<file path="config.mk">
export PLATFORM = sky130hd
export DESIGN_NAME = imem_loader
export DESIGN_NICKNAME = d
export VERILOG_FILES = /design/src/rtl/imem_loader_pkg.sv /design/src/rtl/imem_loader_timeout.sv /design/src/rtl/imem_loader.sv
export SDC_FILE = /design/constraint.sdc
export NUM_CORES = 1
export LEC_CHECK = 0
export CAP_MARGIN = 5
export CORE_MARGIN = 3
export CORE_UTILIZATION = 30
export DETAILED_ROUTE_END_ITERATION = 8
export GPL_ROUTABILITY_DRIVEN = 0
export PLACE_DENSITY = 0.51
export SKIP_CTS_REPAIR_TIMING = 1
export SLEW_MARGIN = 20
export SYNTH_ARGS = -nofsm -noshare
export SYNTH_HDL_FRONTEND = slang
export SYNTH_SLANG_ARGS = --single-unit
</file>
<file path="constraint.sdc">
create_clock -name clk -period 2.2 [get_ports clk]
set_input_delay 0.44 -clock clk [delete_from_list [all_inputs] [get_ports clk]]
set_output_delay 0.44 -clock clk [all_outputs]
set_load 0.05 [all_outputs]
</file>
<file path="src/rtl/imem_loader_pkg.sv">
// Shared types for the boot-time instruction memory loader.
// State encoding and error codes reported on err_code.
package imem_loader_pkg;

    typedef enum logic [2:0] {
        IDLE,
        LEN,
        DATA,
        WR,
        CSUM,
        DONE,
        ERR
    } state_e;

    localparam logic [1:0] ERR_NONE    = 2'd0;
    localparam logic [1:0] ERR_LEN     = 2'd1;
    localparam logic [1:0] ERR_CSUM    = 2'd2;
    localparam logic [1:0] ERR_TIMEOUT = 2'd3;

endpackage

</file>
<file path="src/rtl/imem_loader_timeout.sv">
// Idle-cycle watchdog for the loader byte stream.
// expired_o fires on the TIMEOUT-th consecutive enabled cycle.
module loader_timeout #(
    parameter int unsigned TIMEOUT = 1000000
) (
    input  logic clk,
    input  logic rst_n,
    input  logic clr_i,
    input  logic en_i,
    output logic expired_o
);

    localparam int unsigned CW = $clog2(TIMEOUT);

    logic [CW-1:0] cnt_q;
    logic [CW-1:0] cnt_d;

    always_comb begin
        cnt_d = cnt_q;
        if (clr_i) begin
            cnt_d = '0;
        end else if (en_i) begin
            cnt_d = cnt_q + CW'(1);
        end
    end

    always_ff @(posedge clk or negedge rst_n) begin
        if (!rst_n) begin
            cnt_q <= '0;
        end else begin
            cnt_q <= cnt_d;
        end
    end

    assign expired_o = en_i && (cnt_q == CW'(TIMEOUT - 1));

endmodule

</file>
<file path="src/rtl/imem_loader.sv">
// Boot loader: packs a LE byte stream into 32-bit words, writes
// instruction RAM and holds the CPU in reset until the image checks out.
module imem_loader
    import imem_loader_pkg::*;
#(
    parameter int unsigned            ADDR_W    = 32,
    parameter logic [ADDR_W-1:0]      BASE_ADDR = '0,
    parameter int unsigned            MAX_WORDS = 4096,
    parameter int unsigned            TIMEOUT   = 1000000
) (
    input  logic              clk,
    input  logic              rst_n,
    input  logic              start,
    input  logic [7:0]        rx_data,
    input  logic              rx_valid,
    output logic              rx_ready,
    output logic              mem_we,
    output logic [ADDR_W-1:0] mem_wa,
    output logic [31:0]       mem_wd,
    output logic              cpu_hold,
    output logic              busy,
    output logic              done,
    output logic              error,
    output logic [1:0]        err_code
);

    localparam int unsigned WW = $clog2(MAX_WORDS + 1);

    state_e            state_q, state_d;
    logic [1:0]        bidx_q, bidx_d;
    logic [WW-1:0]     widx_q, widx_d;
    logic [WW-1:0]     len_q, len_d;
    logic [31:0]       word_q, word_d;
    logic [7:0]        sum_q, sum_d;
    logic [ADDR_W-1:0] wa_q, wa_d;
    logic [31:0]       wd_q, wd_d;
    logic [1:0]        err_q, err_d;

    logic              xfer;
    logic [31:0]       word_nx;
    logic [7:0]        sum_nx;
    logic [WW-1:0]     widx_inc;
    logic              len_bad;
    logic              tmo_clr;
    logic              tmo_en;
    logic              tmo_exp;

    assign rx_ready = (state_q == LEN) || (state_q == DATA) || (state_q == CSUM);
    assign xfer     = rx_valid && rx_ready;
    assign word_nx  = {rx_data, word_q[31:8]};
    assign sum_nx   = sum_q + rx_data;
    assign widx_inc = widx_q + WW'(1);
    assign len_bad  = (word_nx == 32'd0) || (word_nx > 32'(MAX_WORDS));

    always_comb begin
        state_d = state_q;
        bidx_d  = bidx_q;
        widx_d  = widx_q;
        len_d   = len_q;
        word_d  = word_q;
        sum_d   = sum_q;
        wa_d    = wa_q;
        wd_d    = wd_q;
        err_d   = err_q;
        unique case (state_q)
            IDLE, ERR: begin
                if (start) begin
                    state_d = LEN;
                    bidx_d  = '0;
                    widx_d  = '0;
                    word_d  = '0;
                    sum_d   = '0;
                    err_d   = ERR_NONE;
                end
            end
            LEN: begin
                if (xfer) begin
                    word_d = word_nx;
                    sum_d  = sum_nx;
                    bidx_d = bidx_q + 2'd1;
                    if (bidx_q == 2'd3) begin
                        if (len_bad) begin
                            state_d = ERR;
                            err_d   = ERR_LEN;
                        end else begin
                            state_d = DATA;
                            len_d   = word_nx[WW-1:0];
                        end
                    end
                end else if (tmo_exp) begin
                    state_d = ERR;
                    err_d   = ERR_TIMEOUT;
                end
            end
            DATA: begin
                if (xfer) begin
                    word_d = word_nx;
                    sum_d  = sum_nx;
                    bidx_d = bidx_q + 2'd1;
                    if (bidx_q == 2'd3) begin
                        state_d = WR;
                        wa_d    = BASE_ADDR + (ADDR_W'(widx_q) << 2);
                        wd_d    = word_nx;
                    end
                end else if (tmo_exp) begin
                    state_d = ERR;
                    err_d   = ERR_TIMEOUT;
                end
            end
            WR: begin
                widx_d  = widx_inc;
                state_d = (widx_inc == len_q) ? CSUM : DATA;
            end
            CSUM: begin
                if (xfer) begin
                    if (rx_data == sum_q) begin
                        state_d = DONE;
                    end else begin
                        state_d = ERR;
                        err_d   = ERR_CSUM;
                    end
                end else if (tmo_exp) begin
                    state_d = ERR;
                    err_d   = ERR_TIMEOUT;
                end
            end
            DONE: begin
                state_d = IDLE;
            end
            default: begin
                state_d = IDLE;
            end
        endcase
    end

    always_ff @(posedge clk or negedge rst_n) begin
        if (!rst_n) begin
            state_q <= IDLE;
            bidx_q  <= '0;
            widx_q  <= '0;
            len_q   <= '0;
            word_q  <= '0;
            sum_q   <= '0;
            wa_q    <= '0;
            wd_q    <= '0;
            err_q   <= ERR_NONE;
        end else begin
            state_q <= state_d;
            bidx_q  <= bidx_d;
            widx_q  <= widx_d;
            len_q   <= len_d;
            word_q  <= word_d;
            sum_q   <= sum_d;
            wa_q    <= wa_d;
            wd_q    <= wd_d;
            err_q   <= err_d;
        end
    end

    // WR freezes the watchdog; any state change restarts it
    assign tmo_clr = xfer || (state_d != state_q);
    assign tmo_en  = rx_ready && !xfer;

    loader_timeout #(
        .TIMEOUT(TIMEOUT)
    ) u_timeout (
        .clk      (clk),
        .rst_n    (rst_n),
        .clr_i    (tmo_clr),
        .en_i     (tmo_en),
        .expired_o(tmo_exp)
    );

    assign mem_we   = (state_q == WR);
    assign mem_wa   = wa_q;
    assign mem_wd   = wd_q;
    assign busy     = rx_ready || (state_q == WR);
    assign cpu_hold = busy || (state_q == ERR);
    assign done     = (state_q == DONE);
    assign error    = (state_q == ERR);
    assign err_code = err_q;

endmodule

</file>
# [Word-level counts from Yosys, hierarchy flattened]
# Cells that the tools add are included.
[op_classes] addsub=4 magnitude_cmp=1 eq_ne=17 muxes=32 n_bitwise=1 reduce_logical=23
[op_table] op="$mux W32" n=2
[op_table] op="$pmux W32 S2" n=1
[op_table] op="$mux W20" n=2
[op_table] op="$gt A32 B13 Y1 const B" n=1
[op_table] op="$logic_not A32 Y1" n=1
[op_table] op="$mux W3" n=9
[op_table] op="$pmux W13 S2" n=1
[op_table] op="$add A20 B1 Y20 const B" n=1
[op_table] op="$eq A20 B20 Y1 const B" n=1
[op_table] op="$mux W2" n=10
[op_table] op="$mux W8" n=2
[op_table] op="$pmux W8 S2" n=1
[op_table] op="$pmux W3 S5" n=1
[op_table] op="$add A13 B1 Y13 const B" n=1
[op_table] op="$eq A13 B13 Y1" n=1
[op_table] op="$mux W13" n=1
[op_table] op="$eq A3 B3 Y1 const B" n=3
[op_table] op="$add A8 B8 Y8" n=1
[op_table] op="$eq A8 B8 Y1" n=1
[op_table] op="$pmux W2 S4" n=1
[op_table] op="$eq A3 B2 Y1 const B" n=2
[op_table] op="$logic_or A1 B1 Y1" n=6
[op_table] op="$ne A3 B3 Y1 const B" n=2
[op_table] op="$reduce_and A3 Y1" n=2
[op_table] op="18 further kinds" n=24
[word_totals] ff_bits=138 in_bits=12 output_inout_bits=72 elab_cells=88

# [Logic depth before layout (Yosys ltp)]
# Gate-level depths: netlist of run 1.
[logic_depth] depth_word=13 depth_mapped=9 mapped_depth_nobuf=8

# [Cells and area by module]
# A second synthesis of run 1 with hierarchy kept.
[hier_totals] cells_unflattened=619 area_unflattened_um2=6568.8
[by_module_without_submodules] mod="imem_loader" n_inst=1 cells_each=513 area_per_inst_um2=5504.0 seq_area_each_um2=2752.6
[by_module_without_submodules] mod="loader_timeout" n_inst=1 cells_each=106 area_per_inst_um2=1064.8 seq_area_each_um2=500.5

# [Worst setup path before layout of run 1]
# Ideal clock, no wire load.
[synth_path] path_kind="register -> output" start="register state_q[1]" end="output port busy" t_arrival_ns=2.433 required_time_ns=1.760 setup_slack_ns=-0.673 path_stages_with_launch=5 path_buffers=2 cell_sequence="dfrtp_1 > buf_4 > clkbuf_1 > o21ai_0 > nand2b_1"
[synth_between] elab_chain_cells=4 word_cells_on_any_way=7 cone_classes="eq/ne (4); reduce/logical (3)"
[synth_lines] element="from (decl)" line_no="imem_loader.sv:29" text="state_e state_q, state_d;"
[synth_lines] element="from (signal assigned)" line_no="imem_loader.sv:148" text="state_q <= state_d;"
[synth_lines] element="$eq A3 B1 Y1 / $eq A3 B2 Y1 (equally long branches)" line_no="imem_loader.sv:48" text="assign rx_ready = (state_q == LEN) || (state_q == DATA) || (state_q == CSUM);"
[synth_lines] element="$logic_or A1 B1 Y1" line_no="imem_loader.sv:48"
[synth_lines] element="$logic_or A1 B1 Y1 (*)" line_no="imem_loader.sv:48"
[synth_lines] element="named net rx_ready" line_no="imem_loader.sv:16" text="output logic rx_ready,"
[synth_lines] element="$logic_or A1 B1 Y1 (*)" line_no="imem_loader.sv:177" text="assign busy = rx_ready || (state_q == WR);"
[synth_lines] element="to (decl)" line_no="imem_loader.sv:21" text="output logic busy,"
# Mark *: on every way through the listed nets, which the timed path passes. The rest lies on a longest branch.

# [Final worst setup path of run 1]
[layout_path] start="register state_q[0]" end="register u_timeout.cnt_q[14]"
[layout_between] elab_chain_cells=13 word_cells_on_any_way=25 cone_classes="eq/ne (6); mux (9); reduce/logical (10)"
[layout_lines] element="$eq A3 B1 Y1 / $eq A3 B2 Y1 (equally long branches)" line_no="imem_loader.sv:48, imem_loader.sv:65"
[layout_lines] element="$logic_or A1 B1 Y1 (2 in a row)" line_no="imem_loader.sv:48"
[layout_lines] element="$logic_and A1 B1 Y1" line_no="imem_loader.sv:49" text="assign xfer = rx_valid && rx_ready;"
[layout_lines] element="$logic_not A1 Y1" line_no="imem_loader.sv:162" text="assign tmo_en = rx_ready && !xfer;"
[layout_lines] element="$logic_and A1 B1 Y1" line_no="imem_loader.sv:162"
[layout_lines] element="$logic_and A1 B1 Y1" line_no="imem_loader_timeout.sv:35" text="assign expired_o = en_i && (cnt_q == CW'(TIMEOUT - 1));"
[layout_lines] element="$mux W3" line_no="imem_loader.sv:90, imem_loader.sv:105, imem_loader.sv:122"
[layout_lines] element="$mux W3, on equally long branches" line_no="imem_loader.sv:115, imem_loader.sv:77, imem_loader.sv:96"
[layout_lines] element="$pmux W3 S5" line_no="imem_loader.sv:65" text="unique case (state_q)"
[layout_lines] element="$ne A3 B3 Y1" line_no="imem_loader.sv:161" text="assign tmo_clr = xfer || (state_d != state_q);"
[layout_lines] element="$logic_or A1 B1 Y1" line_no="imem_loader.sv:161"
[layout_lines] element="$mux W20 / $reduce_bool A2 Y1 (equally long branches)"
[layout_lines] element="to (signal assigned)" line_no="imem_loader_timeout.sv:31" text="cnt_q <= cnt_d;"
[layout_lines] element="to (decl)" line_no="imem_loader_timeout.sv:15" text="logic [CW-1:0] cnt_q;"
# Parallel ways exist; a longest one is shown, timed or not.
# A chain may end at the register's enable or synchronous reset.

==> out/summary.log, run 1 <==
qor: cts.clock_path_buffers 2
qor: critical_path.worst_ep_required_time 2.50 ns
qor: floorplan.floorplan.rows 53
qor: timing.clock-skew-final 0.009183 ns
qor: timing.worst_slack -0.1371 ns
qor: cts.clock_transition_at_the_registers_of_the_reported_paths 0.06 ns
qor: timing.slew_violations 0
qor: placement.placed_cells 1,047
qor: routing.route.vias.total 5,281
qor: timing.worst-slew-pin-transition 0.5198 ns
qor: final_layout.layoutNonFillerInstCount 1,104
qor: final_layout.drive_above_1_share 31.85%
qor: synthesis.synthesis.area 6555 µm²
qor: floorplan.pin_count 84
qor: floorplan.floorplan.initialDensity 30.89%
qor: routing.detailedRoute.firstIterationViolations 204
qor: synthesis.netlist.area_leader.share 49.63%
qor: critical_path.critPathLaunchType register
qor: cts.htree_num_levels 4
qor: hold_path.worstHoldStart rx_data[0]
qor: placement.dp_hpwl 11.78 mm
qor: timing.final_setup_violation_count 20
qor: critical_path.crit_end_category register
qor: hold_path.hold_path_end mem_wd[24]$_DFFE_PN0P_
qor: critical_path.reg2reg_setup_slack -0.14 ns
qor: power_and_ir_drop.worst_ir_drop_vdd 0.0005641 V
qor: synthesis.post_synth_most_frequent_cells dfrtp_1 (130), nand2_1 (89), mux2_2 (59)
qor: run.maxCapViolCount 0
qor: cts.cts_made_buffers 17
qor: placement.port_buffers 64
qor: synthesis.synthDominantAreaCellType dfrtp_1
qor: timing.hold_violations 0
qor: synthesis.synth_most_common_cell dfrtp_1
qor: hold_path.hold_depth 3
qor: routing.final_antenna_net_count 0
qor: hold_path.timing.hold.worst.class input pin to register
qor: synthesis.syn_avg_cell_area 10.08 µm²
qor: synthesis.postSynth.asyncResetShare 100.0%
qor: floorplan.die_h 153.8 µm
qor: synthesis.synth_cell_types 56
qor: power_and_ir_drop.total_power 0.01048 W
qor: synthesis.synth.yosys.warnings 0
qor: synthesis.postSynthCellCount 650
qor: floorplan.design.die.area 23,660 µm²
qor: timing.maxClockFrequency 0.4279 GHz
qor: critical_path.reg2reg_depth 8
qor: routing.routed_wl 16.99 mm
qor: global_route.antenna_found_initial 0
qor: outcome.violations negative setup slack
qor: timing.final.period_utilization 106.2%
qor: synthesis.synth_sequential_area_ratio 49.63%
qor: critical_path.cp_max_fo 5
qor: cts.clock_sink_count 130
qor: floorplan.core-area 21,220 µm²
qor: placement.post_place_worst_slack -0.6415 ns
qor: routing.vias_per_cell 4.784
qor: timing.timing.setup.tns -2.166 ns
qor: synthesis.synth_edf_count 0
qor: timing.timing.final.crit_period 2.337 ns
qor: critical_path.cp.arrival 2.64 ns
qor: global_route.grt_start_max_net_pins 55
qor: timing.relSlewSlack 65.24%
qor: routing.drt_pass1_iterations 4
qor: synthesis.yosys_register_bits 130
qor: final_layout.syn_to_final_growth 41.88%
qor: global_route.via_count_of_the_first_global_routing_pass 5,257
qor: synthesis.synthTopCellsByArea dfrtp_1 (50%), mux2_2 (10%), nand2_1 (5.1%)
qor: global_route.global_route.overflow_total 0
qor: floorplan.fp.dieW 153.8 µm
qor: global_route.grt_first_pass_wirelength 26.89 mm
qor: final_layout.nNetsFinal 839
qor: final_layout.number_of_antenna_repair_diodes 0
qor: power_and_ir_drop.power.leakage 4.317 nW
qor: timing.grt_setup_unrepaired yes
qor: critical_path.critical_path.reg2reg.startpoint state_q[0]$_DFF_PN0_
qor: cts.clkLatencyLatePin 0.42 ns
qor: routing.routedWlPerCell 15.39 µm
qor: critical_path.rr_endpoint u_timeout.cnt_q[14]$_DFFE_PN0P_
qor: timing.worst_hold_slack_across_all_endpoints 0.4474 ns
qor: global_route.gr-usage-all-layers 14.00%
qor: outcome.outcome complete, but fails checks
qor: power_and_ir_drop.p_per_area 1127 nW/µm²
qor: cts.root_buffer clkbuf_16
qor: routing.drcViolationCount 0
qor: critical_path.crit_type register to register
qor: synthesis.ys.flop_type dfrtp_1
qor: cts.cts_tree yes
## flip-flops by register name, summed over array words and instances, names as in the netlist
name / cells
u_timeout.cnt_q: 20
err_code: 2
widx_q: 13
word_q: 24
state_q: 3
mem_wa: 13
sum_q: 8
mem_wd: 32
bidx_q: 2
len_q: 13
## per-layer routing
layer  track usage (%)  routed length (µm)  vias up
li1                  -                   -     2557
met1             18.88                8017     2582
met2             22.29                8154      117
met3             2.843                 516       25
met4             5.341                 299        0
met5                 0                   0        -
## cell families (layout without fill, tap and decap cells)
family | after synthesis | count (layout) | synth area share, %
other | 1 | 19 | 0.05721
AND/OR/NAND/NOR | 222 | 222 | 15.58
flip-flops | 130 | 130 | 49.63
buffers and inverters | 65 | 226 | 5.058
multiplexers | 60 | 60 | 10.29
adder cells (fa/ha/maj) | 12 | 12 | 2.367
XOR/XNOR | 46 | 46 | 6.146
AO/OA/AOI/OAI | 114 | 114 | 10.88
## how the worst max path moves through the flow
stage                     slack [ns]                  from                              end  depth (start not counted)
after floorplan                -0.07  state_q[0]$_DFF_PN0_                             busy                          5
after global placement         -0.66            rx_data[0]   u_timeout.cnt_q[1]$_DFFE_PN0P_                         10
after detailed placement       -0.64            rx_data[0]   u_timeout.cnt_q[1]$_DFFE_PN0P_                         10
after CTS                      -0.28  state_q[1]$_DFF_PN0_                             busy                          7
after global routing           -0.22  state_q[0]$_DFF_PN0_   u_timeout.cnt_q[6]$_DFFE_PN0P_                          8
final                          -0.14  state_q[0]$_DFF_PN0_  u_timeout.cnt_q[14]$_DFFE_PN0P_                          8
## cell usage in the layout, fill, tap and decap left out, types with 7 or more instances in the layout
cell type,netlist,routed
mux2_2,59,59
clkdlybuf4s50_1,0,48
buf_12,0,11
nand2_1,89,88
buf_4,22,98
inv_1,13,12
ha_1,10,8
nor2_1,56,43
nor3_1,13,10
buf_6,0,10
dlymetal6s2s_1,0,9
xnor2_1,26,26
nor2_2,1,12
clkbuf_16,0,18
o31ai_1,8,7
nand4_1,7,7
a21oi_1,18,17
conb_1,1,19
and3_1,9,8
dfrtp_1,130,128
xor2_1,20,19
nand3_1,20,16
o21ai_0,56,55
## layout make-up
cell class	count	area, µm²
clock inverter	10	98.84
clock buffer	22	484.2
multi-input combinational	473	3334
inverter	14	56.30
fill	1992	11920
sequential	130	3256
tap	275	344.1
timing repair buffer	180	1727
## through the flow
step | utilization, % | cell area (µm²)
global route | 43.83 | 9300
floorplan | - | 6635
finish | 43.83 | 9300
global placement | 38.41 | 8152
detailed placement | 38.41 | 8152
CTS | 41.16 | 8735
## worst max-delay path, stage by stage (launching register included)
cell and delay (ns):
dfrtp_1 0.42, or4b_4 0.54, a21boi_4 0.17, nor4_4 0.26
or3_1 0.19, a32oi_2 0.15, a31oi_4 0.25, buf_4 0.19
nor2_1 0.05
## power by group
part	internal (W)	switching, W	leakage [nW]
Clock	0.00168	0.00107	0.272
Combinational	0.00207	0.00260	2.26
Sequential	0.00274	0.000308	1.78
Total	0.00650	0.00398	4.32
Power figures use the tool's default switching activity.
==> run 2, diff against run 1 <==
- CELL_PAD_IN_SITES_DETAIL_PLACEMENT: not set -> 0
- CELL_PAD_IN_SITES_GLOBAL_PLACEMENT: not set -> 1
- PLACE_DENSITY: 0.51 -> not set
- PLACE_DENSITY_LB_ADDON: not set -> 0.1
==> run 2 against run 1 <==
  * The flow finishes with violations (negative hold slack, negative setup slack)
  * Non-clock buffer count fell by 7
  * Core utilization is essentially flat
  * Clock-buffer cell count decreased by 2
  * Cell area about the same
  * Critical path depth increased by 2
  * Worst hold slack worse by 0.47 ns
  * Sequential share of layout area is essentially flat
  * Cell count shrank 0.72%
  * Clock skew grew 0.00066 ns
  * Combinational power is 0.9% higher
  * Flip-flop and latch count unchanged
  * Global-route usage rose by 1.1 points
  * Critical path type is now input pin to register
  * Largest power group unchanged
==> out/summary.log, run 2 (synthesis gave the netlist of run 1 again) <==
qor: routing.final_antenna_net_count 0
qor: global_route.antenna_found_initial 0
qor: critical_path.worst_ep_required_time 2.53 ns
qor: routing.drcViolationCount 0
qor: outcome.violations negative hold slack, negative setup slack
qor: critical_path.cp_max_fo 5
qor: timing.grt_setup_unrepaired yes
qor: critical_path.critical_path.top_delay_family compound AO/OA/AOI/OAI gates
qor: global_route.global_route.overflow_total 0
qor: final_layout.largest_register_ffs 32
qor: floorplan.floorplan.initialDensity 30.89%
qor: final_layout.syn_to_final_growth 41.84%
qor: cts.clock_sink_count 130
qor: global_route.via_count_of_the_first_global_routing_pass 5,313
qor: outcome.outcome complete, but fails checks
qor: timing.final_setup_violation_count 20
qor: timing.slew_violations 0
qor: final_layout.layoutNonFillerInstCount 1,096
qor: placement.placed_cells 1,053
qor: floorplan.pin_count 84
qor: routing.route.vias.total 5,222
qor: cts.root_buffer clkbuf_16
qor: power_and_ir_drop.total_power 0.01076 W
qor: critical_path.crit_type input pin to register
qor: floorplan.floorplan.rows 53
qor: critical_path.cpMaxStageDelayCell clkdlybuf4s50_1
qor: run.maxCapViolCount 0
qor: routing.detailedRoute.firstIterationViolations 218
qor: timing.hold_violations 16
qor: floorplan.die_h 153.8 µm
qor: timing.worst_slack -0.1923 ns
qor: critical_path.cp_cell_sequence clkdlybuf4s50_1, ha_4, nor3_2, and3_4, a2111oi_4, o31ai_1, o2bb2ai_1, a31oi_4, buf_6, nor3_1
qor: final_layout.final_common_cell dfrtp_1
qor: cts.cts_tree yes
qor: critical_path.slowest_delay 0.47 ns
qor: floorplan.design.die.area 23,660 µm²
qor: routing.vias_per_cell 4.765
qor: cts.htree_num_levels 4
qor: floorplan.core-area 21,220 µm²
qor: final_layout.mostFrequentLayoutCells dfrtp_1 (129), buf_4 (93), nand2_1 (88)
qor: power_and_ir_drop.p_per_area 1157 nW/µm²
qor: timing.timing.setup.tns -3.578 ns
qor: timing.worst-slew-pin-transition 0.5297 ns
qor: power_and_ir_drop.power.leakage 4.281 nW
qor: placement.port_buffers 64
qor: global_route.gr-usage-all-layers 15.07%
qor: floorplan.fp.dieW 153.8 µm
qor: critical_path.crit_end_category register
qor: critical_path.critPathLaunchType input pin
qor: timing.final.period_utilization 108.7%
qor: routing.routedWlPerCell 16.13 µm
qor: critical_path.critical_path_buf_inv_count 2
qor: timing.worst_hold_slack_across_all_endpoints -0.02302 ns
qor: global_route.grt_first_pass_wirelength 28.36 mm
qor: global_route.grt_start_max_net_pins 50
qor: final_layout.nNetsFinal 832
qor: cts.clock_path_buffers 2
qor: hold_path.timing.hold.worst.class input pin to async pin
qor: final_layout.drive_above_1_share 31.55%
qor: cts.clkLatencyLatePin 0.42 ns
qor: final_layout.number_of_antenna_repair_diodes 0
qor: timing.clock-skew-final 0.009841 ns
qor: cts.cts_made_buffers 17
qor: routing.routed_wl 17.68 mm
qor: placement.dp_hpwl 12.70 mm
qor: timing.maxClockFrequency 0.4180 GHz
qor: critical_path.cp.arrival 2.72 ns
qor: cts.clock_transition_at_the_registers_of_the_reported_paths 0.05 ns
qor: routing.drt_pass1_iterations 4
qor: timing.timing.final.crit_period 2.392 ns
qor: timing.relSlewSlack 64.69%
qor: power_and_ir_drop.worst_ir_drop_vdd 0.0004625 V
qor: placement.post_place_worst_slack -0.9185 ns
qor: final_layout.final_core_utilization 43.81%
==> run 2: cell types whose count changed in the layout (fill, tap and decap cells not counted), sizes merged <==
| cell | change |
|---|---|
| dlymetal6s2s | -3 |
| buf | -5 |
| bufinv | +3 |
| clkinvlp | -2 |
| dlygate4sd3 | -1 |
| clkbuf | -3 |
| clkdlybuf4s50 | +3 |
==> run 2: worst paths after layout <==
| check | slack (ns) | cells past startpoint | startpoint | endpoint |
|---|---|---|---|---|
| setup / recovery | -0.19 | 10 | rx_data[5] | u_timeout.cnt_q[2]$_DFFE_PN0P_ |
| min in group clk | 0.43 | 3 | rx_data[3] | word_q[27]$_DFFE_PN0P_ |
| setup reg to reg | -0.19 | 8 | state_q[1]$_DFF_PN0_ | u_timeout.cnt_q[19]$_DFFE_PN0P_ |
| hold / removal | -0.02 | 1 | rst_n | err_code[0]$_DFFE_PN0P_ |
| max in group asynchronous | 1.56 | 2 | rst_n | sum_q[1]$_DFFE_PN0P_ |
| hold reg to reg | 0.49 | 2 | bidx_q[1]$_DFFE_PN0P_ | bidx_q[1]$_DFFE_PN0P_ |
==> run 2: power by group <==
group / total [W] / leakage [nW] / switching [W] / internal, W
sequential: 0.00300 / 1.79 / 0.000261 / 0.00274
combinational: 0.00471 / 2.19 / 0.00269 / 0.00202
clock: 0.00305 / 0.304 / 0.00109 / 0.00196
total: 0.0108 / 4.28 / 0.00404 / 0.00672
==> run 2: cell type report <==
type                    instances  area [µm²]
well taps                     275       344.1
repair buffers                173        1633
clock buffers                  20       456.7
flip-flops and latches        130        3254
clock inverters                11       175.2
inverters                      14       60.06
fillers                      2069       11920
multi-input cells             473        3374
==> run 2: metal layers <==
metal  global-route usage [%]  share of wire (%)  vias to the layer above  routed length [µm]
met5                        0                  0                        -                   0
met4                    5.004                1.2                        0                 221
met3                    3.406                2.8                       19                 499
met2                    24.27                 49                       91                8596
met1                    20.16                 47                     2571                8365
li1                         -                  -                     2541                   -
==> run 2: per-stage QoR <==
| stage | hold WS [ns] | area, µm² |
|---|---|---|
| final | -0.02302 | 9298 |
| after CTS | -0.02064 | 8832 |
| after global placement | 0.4314 | 8200 |
| after global routing | 0.0001174 | 9298 |
| after floorplan | 0.1444 | 6635 |
| after detailed placement | 0.4327 | 8200 |
==> run 3, diff against run 2 <==
- MAX_ROUTING_LAYER: not set -> met4
==> run 3 against run 2 <==
  * The run ends with negative setup slack left
  * Die area unchanged
  * Worst hold slack better by 0.45 ns
  * Via count shrank 0.59%
==> out/summary.log, run 3 (synthesis gave the netlist of run 1 again) <==
qor: critical_path.worst_ep_required_time 2.53 ns
qor: outcome.violations negative setup slack
qor: final_layout.final_core_utilization 43.86%
qor: final_layout.mostFrequentLayoutCells dfrtp_1 (129), buf_4 (94), nand2_1 (88)
qor: global_route.grt_first_pass_wirelength 28.35 mm
qor: final_layout.syn_to_final_growth 41.99%
qor: placement.placed_cells 1,053
qor: final_layout.number_of_antenna_repair_diodes 0
qor: global_route.gr-usage-all-layers 15.52%
qor: timing.maxClockFrequency 0.4159 GHz
qor: timing.worst-slew-pin-transition 0.5191 ns
qor: routing.drt_pass1_iterations 4
qor: routing.routedWlPerCell 16.04 µm
qor: global_route.global_route.overflow_total 0
qor: cts.clkLatencyLatePin 0.42 ns
qor: timing.grt_setup_unrepaired yes
qor: cts.htree_num_levels 4
qor: floorplan.floorplan.initialDensity 30.89%
qor: critical_path.crit_end_category register
qor: final_layout.final_common_cell dfrtp_1
qor: timing.final_setup_violation_count 20
qor: timing.hold_violations 0
qor: timing.worst_hold_slack_across_all_endpoints 0.4259 ns
qor: final_layout.finish.instance_area 9308 µm²
qor: timing.final.period_utilization 109.3%
qor: final_layout.layoutNonFillerInstCount 1,097
qor: timing.relSlewSlack 65.28%
qor: timing.slew_violations 0
qor: power_and_ir_drop.worst_ir_drop_vdd 0.0004595 V
qor: timing.worst_slack -0.2042 ns
qor: cts.clock_path_buffers 2
qor: floorplan.design.die.area 23,660 µm²
qor: global_route.antenna_found_initial 0
qor: placement.placed_area 8200 µm²
qor: final_layout.nNetsFinal 833
qor: routing.detailedRoute.firstIterationViolations 225
qor: outcome.outcome complete, but fails checks
qor: final_layout.largest_register_ffs 32
qor: floorplan.pin_count 84
qor: timing.timing.final.crit_period 2.404 ns
qor: critical_path.crit_type input pin to register
qor: floorplan.core-area 21,220 µm²
qor: critical_path.critPathLaunchType input pin
qor: timing.clock-skew-final 0.01127 ns
qor: cts.clock_transition_at_the_registers_of_the_reported_paths 0.06 ns
qor: routing.final_antenna_net_count 0
qor: cts.root_buffer clkbuf_16
qor: placement.dp_hpwl 12.70 mm
qor: routing.route.vias.total 5,191
qor: run.maxCapViolCount 0
qor: cts.clock_sink_count 130
qor: global_route.grt_start_max_net_pins 50
qor: hold_path.timing.hold.worst.class input pin to register
qor: floorplan.fp.dieW 153.8 µm
qor: power_and_ir_drop.p_per_area 1154 nW/µm²
qor: placement.post_place_worst_slack -0.9185 ns
qor: routing.vias_per_cell 4.732
qor: power_and_ir_drop.power.leakage 4.284 nW
qor: final_layout.drive_above_1_share 31.51%
qor: floorplan.floorplan.rows 53
qor: global_route.via_count_of_the_first_global_routing_pass 5,320
qor: routing.routed_wl 17.59 mm
qor: cts.cts_made_buffers 17
qor: routing.drcViolationCount 0
qor: cts.cts_tree yes
qor: critical_path.cp_max_fo 5
qor: floorplan.die_h 153.8 µm
qor: placement.port_buffers 64
qor: critical_path.cp.arrival 2.74 ns
## run 3: critical path, cell delays in order
cell and delay (ns):
clkdlybuf4s50_1 0.44, ha_1 0.33, nor3_2 0.06, and3_4 0.20
a2111oi_4 0.35, o31ai_1 0.11, o2bb2ai_1 0.25, a31oi_4 0.19
buf_6 0.17, nor3_1 0.17
## run 3: worst paths after layout
| check | from | to | slack (ns) | cells after the start |
|---|---|---|---|---|
| min in group asynchronous | rst_n | err_code[0]$_DFFE_PN0P_ | 0.55 | 2 |
| max reg2reg | state_q[0]$_DFF_PN0_ | u_timeout.cnt_q[12]$_DFFE_PN0P_ | -0.17 | 8 |
| min | rx_data[3] | word_q[27]$_DFFE_PN0P_ | 0.43 | 3 |
| max | rx_data[6] | u_timeout.cnt_q[1]$_DFFE_PN0P_ | -0.20 | 10 |
| max in group asynchronous | rst_n | sum_q[1]$_DFFE_PN0P_ | 1.00 | 3 |
| min reg2reg | bidx_q[1]$_DFFE_PN0P_ | bidx_q[1]$_DFFE_PN0P_ | 0.49 | 2 |
## run 3: stage by stage
stage / total power (W) / TNS (ns)
2_1_floorplan: 0.005380 / -0.07470
3_3_place_gp: 0.007044 / -32.98
3_5_place_dp: 0.007087 / -34.68
4_1_cts: 0.01020 / -12.07
5_1_grt: 0.01140 / -5.156
6_report: 0.01075 / -3.246
## run 3: layout make-up
type | instances | area (µm²)
multi-input cells | 473 | 3372
clock buffers | 20 | 456.7
well taps | 275 | 344.1
flip-flops and latches | 130 | 3254
inverters | 14 | 60.06
clock inverters | 11 | 175.2
repair buffers | 174 | 1645
fillers | 2061 | 11910
## run 3: routing by layer
metal  global-route usage (%)  vias to the layer above  share of wire (%)
met2                    24.25                       95                 49
met3                    3.631                       19                3.7
met4                    4.752                        0                1.2
met1                    20.17                     2535                 47
met5                        -                        -                  0
li1                         -                     2542                  -
## run 3: power by group
group	internal [W]	switching, W	leakage (nW)
Clock	0.00196	0.00109	0.304
Combinational	0.00202	0.00268	2.19
Sequential	0.00274	0.000260	1.79
Total	0.00672	0.00402	4.28
